## src/rtl/key_event_pkg.sv

```systemverilog
// key_event_pkg
// Shared definitions for the button front end.
//   state_t        : classifier state encoding (code 3 is unused and
//                    decodes to IDLE)
//   TICK_DIV_BOARD : 1 ms prescaler terminal count at 50 MHz
//   TICK_DIV_SIM   : shortened terminal count for simulation
// Both TICK_DIV values are shared with the debouncer.
package key_event_pkg;

  typedef enum logic [1:0] {
    IDLE  = 2'd0,
    PRESS = 2'd1,
    HOLD  = 2'd2
  } state_t;

  localparam int unsigned TICK_DIV_BOARD = 49999;
  localparam int unsigned TICK_DIV_SIM   = 49;

endpackage

```

## src/rtl/key_event_ms_tick.sv

```systemverilog
// ms_tick
// Free-running millisecond prescaler. Emits one tick every TICK_DIV+1
// clocks.
// Ports:
//   clk  in  system clock, rising edge
//   rst  in  asynchronous reset, active-low
//   tick out high for the one clk in which the counter sits at TICK_DIV
module ms_tick #(
  parameter int unsigned TICK_DIV = 49999
) (
  input  logic clk,
  input  logic rst,
  output logic tick
);

  localparam logic [15:0] TC = 16'(TICK_DIV);

  logic [15:0] cnt;

  assign tick = (cnt == TC);

  always_ff @(posedge clk or negedge rst) begin
    if (!rst) begin
      cnt <= '0;
    end else if (tick) begin
      cnt <= '0;
    end else begin
      cnt <= cnt + 16'd1;
    end
  end

endmodule

```

## src/rtl/key_event.sv

```systemverilog
// key_event
// Turns the debounced key level into single-cycle event pulses for the
// watch mode/set state machines.
// Ports:
//   clk        in  system clock, rising edge
//   rst        in  asynchronous reset, active-low
//   key        in  debounced button level, 1 = pressed
//   press_pls  out one-clk pulse on press
//   short_pls  out one-clk pulse on release before the long threshold
//   long_pls   out one-clk pulse when the hold reaches LONG_MS ticks
//   rpt_pls    out one-clk pulse every RPT_MS ticks after long_pls
//   rel_pls    out one-clk pulse on every release that ends a press
//   held       out high while in HOLD
// All outputs are registered.
module key_event
  import key_event_pkg::*;
#(
  parameter int unsigned TICK_DIV = TICK_DIV_BOARD,
  parameter int unsigned LONG_MS  = 1000,
  parameter int unsigned RPT_MS   = 200
) (
  input  logic clk,
  input  logic rst,
  input  logic key,
  output logic press_pls,
  output logic short_pls,
  output logic long_pls,
  output logic rpt_pls,
  output logic rel_pls,
  output logic held
);

  localparam logic [15:0] LONG_TC = 16'(LONG_MS - 1);
  localparam logic [15:0] RPT_TC  = 16'(RPT_MS - 1);

  state_t      state;
  logic        key_d;
  logic [15:0] hold_cnt;
  logic [15:0] rpt_cnt;
  logic        tick;
  logic        rise;
  logic        fall;

  ms_tick #(
    .TICK_DIV(TICK_DIV)
  ) u_ms_tick (
    .clk (clk),
    .rst (rst),
    .tick(tick)
  );

  assign rise = key & ~key_d;
  assign fall = ~key & key_d;

  // key_d resets to 1 so a key held through reset must be released and
  // pressed again before it produces any event.
  always_ff @(posedge clk or negedge rst) begin
    if (!rst) begin
      state     <= IDLE;
      key_d     <= 1'b1;
      hold_cnt  <= '0;
      rpt_cnt   <= '0;
      press_pls <= 1'b0;
      short_pls <= 1'b0;
      long_pls  <= 1'b0;
      rpt_pls   <= 1'b0;
      rel_pls   <= 1'b0;
      held      <= 1'b0;
    end else begin
      key_d     <= key;
      press_pls <= 1'b0;
      short_pls <= 1'b0;
      long_pls  <= 1'b0;
      rpt_pls   <= 1'b0;
      rel_pls   <= 1'b0;

      case (state)
        PRESS: begin
          // A release beats a same-cycle threshold tick: short, never long.
          if (fall) begin
            state     <= IDLE;
            short_pls <= 1'b1;
            rel_pls   <= 1'b1;
          end else if (tick) begin
            hold_cnt <= hold_cnt + 16'd1;
            if (hold_cnt == LONG_TC) begin
              state    <= HOLD;
              long_pls <= 1'b1;
              held     <= 1'b1;
              rpt_cnt  <= '0;
            end
          end
        end

        HOLD: begin
          // No repeat pulse in the release cycle.
          if (fall) begin
            state   <= IDLE;
            rel_pls <= 1'b1;
            held    <= 1'b0;
          end else if (tick) begin
            if (rpt_cnt == RPT_TC) begin
              rpt_pls <= 1'b1;
              rpt_cnt <= '0;
            end else begin
              rpt_cnt <= rpt_cnt + 16'd1;
            end
          end
        end

        default: begin
          // IDLE and the unused code 3; a fall here is ignored.
          state <= IDLE;
          held  <= 1'b0;
          if (rise) begin
            state     <= PRESS;
            hold_cnt  <= '0;
            press_pls <= 1'b1;
          end
        end
      endcase
    end
  end

endmodule

```

## config.mk

```make
export PLATFORM = sky130hd
export DESIGN_NAME = key_event
export DESIGN_NICKNAME = d
export VERILOG_FILES = /design/src/rtl/key_event_pkg.sv /design/src/rtl/key_event_ms_tick.sv /design/src/rtl/key_event.sv
export SDC_FILE = /design/constraint.sdc
export NUM_CORES = 1
export LEC_CHECK = 0
export CAP_MARGIN = 20
export CORE_UTILIZATION = 45
export CTS_CLUSTER_DIAMETER = 150
export DETAILED_ROUTE_END_ITERATION = 8
export GPL_TIMING_DRIVEN = 0
export PLACE_DENSITY = 0.6
export REMOVE_ABC_BUFFERS = 1
export SYNTH_ARGS = -nofsm -noshare
export SYNTH_HDL_FRONTEND = slang
export SYNTH_SLANG_ARGS = --single-unit
```

## constraint.sdc

```tcl
create_clock -name clk -period 4.4 [get_ports clk]
set_input_delay 0.44 -clock clk [delete_from_list [all_inputs] [get_ports clk]]
set_output_delay 0.44 -clock clk [all_outputs]
set_load 0.01 [all_outputs]
```

==> summary.txt <==
Clock tree
  • Worst-skew pair later-pin latency: between 0.3 and 0.4 ns
  • Post-CTS Hold Fix Bufs: 0
  • Postcts setup bufs: 0
  • Clock Tree Root: clkbuf_8
  • Clock slew at reported path FFs: roughly 0.060 ns
  • Post-CTS Resized: 0
  • CTS buffer count: 9
  • Maximum clock insertion buffer count: 2
  • CTS tree: yes
  • CTS Sinks: 57
  • H-tree depth: 3

Logic synthesis
  • Area of the mapped netlist: between 0.003 and 0.004 sq mm
  • Unique cell type count in the Yosys netlist: 47
  • Top_reg_cell synth: dfrtp_1
  • Post-synth EDFFs: 0
  • FF+latch count, synth: 57
  • Sequential element share of the synthesized area: 0.476
  • Synth Warn #: 0
  • Post-synthesis async set-or-reset flop share: 1.00
  • Avg Synthesized Cell Area: 9.41 sq um
  • Post-Syn Instances: 319

STA
  • Worst hold slack: approximately 0.10 ns
  • FMAX: 0.310 GHz
  • Final period util: 0.734
  • Max Slew Vio Count: 0
  • Worst slew margin: 0.406
  • Post-layout minimum cycle time: ~3.2 ns
  • Final WS setup: 1.17 ns
  • RSZ-0062 raised after global routing: false
  • Final setup fails: 0
  • Clock Skew: 0.00401 ns
  • Tightest Pin Transition: 0.884 ns
  • Final hold viol count: 0
  • Post-route setup TNS: 0 ns

Floorplanning
  • Core Box Area: 0.00639 sq mm
  • Die height: about 84 microns
  • Die Wd: around 84 microns
  • I/O Pins: 9
  • Initial Utilization: 0.470
  • Num rows: 29
  • Die area: between 0.007 and 0.008 sq mm

Detailed routing
  • Initial detailed-routing violation count: ~140
  • Post-DRT Antenna Nets: 0
  • Via count: 2505
  • Vias per cell: 6.15
  • Routed WL: between 6000 and 7000 microns
  • Detailed-route DRC error count: 0
  • Routed len/inst: about 16 microns
  • Pre-Repair DR Iteration Count: 4

Critical path
  • CP required: approximately 4.6 ns
  • Critical R2R Capture: rpt_cnt[7]
  • Setup crit end kind: register
  • Worst Path Max Fanout: 18
  • R2R cell count: 5
  • Critical Path Start Type: register
  • Worst EP arrival: roughly 3.5 ns
  • R2R setup slack: 1.17 ns
  • R2R Path Start: u_ms_tick.cnt[11]
  • Critical path class: reg -> reg

Power and ir drop
  • VDD IR max: 0.162 mV
  • Pwr/cell area: between 300 and 400 mW/mm^2
  • Lkg Pwr: 1.32 nW

Outcome
  • Status: complete, no violations

Finish
  • Post-route core utilization: 0.518
  • Layout cell share with drive strength beyond 1: 0.0758
  • N_diodes: 0
  • Final nets: approximately 330
  • Layout fillers: around 600
  • Layout area overhead: 10.2%

Global route
  • Largest net degree at the start of global routing: 35
  • Vias in the first global route: ~2300
  • Remaining Overflow, GRT: 0
  • First-pass GRT wire length: between 10000 and 15000 microns
  • GRT Util Overall: 0.206
  • Initial antenna violation count: 0

Placed design
  • Post-Place Worst Slack: 1.22 ns
  • DPL Wire Length: around 4400 microns
  • GPL Wtd Cong: between 0.8 and 0.9
  • Port bufs: 8

Hold path
  • Min-delay worst type: in -> async

Run
  • Max Cap Viol: 0
==> power by group <==
group / leakage (nW) / internal (W) / switching [W]
logic: 0.532 / 0.0000154 / 0.0000297
clock network: 0.0929 / 0.000256 / 0.000207
registers: 0.693 / 0.000527 / 0.00000131
==> worst max-delay path, cell delays in order, from the launching register on <==
cell,delay (ns)
dfrtp_1,0.46
or4b_4,0.58
or4_4,0.56
a2111o_1,0.62
or2_1,0.56
o31ai_1,0.35
==> worst max-delay path by stage <==
stage | startpoint | to | slack, ns | depth (start not counted)
after detailed placement | u_ms_tick.cnt[11] | rpt_cnt[11] | 1.22 | 5
after global routing | u_ms_tick.cnt[11] | rpt_cnt[3] | 1.04 | 5
after CTS | u_ms_tick.cnt[11] | rpt_cnt[7] | 1.19 | 5
final | u_ms_tick.cnt[11] | rpt_cnt[7] | 1.17 | 5
after floorplan | u_ms_tick.cnt[11] | rpt_cnt[10] | 1.60 | 5
after global placement | rst | u_ms_tick.cnt[6] | 1.02 | 1
==> synth_stat cells, types with 3 or more instances <==
master / n / share of area
nand2_1: 20 / 0.025
and3_1: 7 / 0.015
o21ai_1: 15 / 0.025
and4_1: 4 / 0.012
nand4b_1: 3 / 0.0088
nor2_1: 29 / 0.036
ha_1: 5 / 0.021
o31ai_2: 4 / 0.017
nor3_1: 8 / 0.013
nand3_1: 22 / 0.037
clkbuf_1: 9 / 0.011
dfrtp_1: 56 / 0.47
nor4_1: 9 / 0.019
a21oi_1: 9 / 0.015
o41ai_1: 3 / 0.0088
o31ai_1: 12 / 0.030
nand4_1: 10 / 0.021
a41oi_1: 3 / 0.0088
and2_1: 4 / 0.0083
or3_1: 5 / 0.010
nor2b_1: 4 / 0.0083
xor2_1: 6 / 0.018
a31oi_1: 8 / 0.017
nand2b_1: 3 / 0.0063
xnor2_1: 7 / 0.020
o21ai_0: 23 / 0.038
inv_1: 8 / 0.010
==> kinds of logic after synthesis <==
| kind of cell | count (synthesis) | synth area share |
|---|---|---|
| compound gates | 83 | 0.177 |
| xor+xnor | 13 | 0.0379 |
| fa+ha+maj | 5 | 0.0208 |
| buf+inv | 22 | 0.0329 |
| flops | 57 | 0.476 |
| mux | 2 | 0.00709 |
| simple gates | 137 | 0.249 |
==> sequential cells by signal, indices dropped and copies added (netlist names), 2 cells and up <==
name / cells
hold_cnt: 16
rpt_cnt: 16
state: 2
u_ms_tick.cnt: 16
==> layout make-up <==
cell class,instances,area (sq um),area share
multi-input combinational,240,1480,0.446
sequential,57,1430,0.432
clock buffer,11,131,0.0397
timing repair buffer,10,103,0.0310
tap,77,96.3,0.0291
clock inverter,4,45.0,0.0136
inverter,8,30.0,0.00908
==> per-stage QoR <==
stage               cell area (sq um)  cells  total power (W)
floorplan                        2930    305         0.000559
global placement                 3110    390         0.000581
detailed placement               3120    391         0.000583
CTS                              3300    406          0.00105
global route                     3310    407          0.00108
finish                           3310    407          0.00104
==> cell usage in the layout (no fill, tap or decap), types with 7 or more instances in the layout <==
| master | n |
|---|---|
| o21ai_1 | 15 |
| nand4_1 | 10 |
| nand2_1 | 20 |
| o21ai_0 | 23 |
| o31ai_1 | 12 |
| dfrtp_1 | 56 |
| nor2_1 | 29 |
| nand3_1 | 22 |
| a21oi_1 | 9 |
| clkdlybuf4s50_1 | 7 |
| xnor2_1 | 7 |
| inv_1 | 8 |
| a31oi_1 | 8 |
| nor4_1 | 9 |
| nor3_1 | 8 |
| and3_1 | 7 |
| clkbuf_8 | 9 |
==> layer usage <==
layer  global-route usage  part of all wire  vias to the layer above
li1                     -                 -                     1204
met1                0.290              0.50                     1254
met2                0.300              0.46                       39
met3               0.0396             0.025                        8
met4                0.112             0.015                        0
met5                    0                 0                        -
Power figures use the tool's default switching activity.
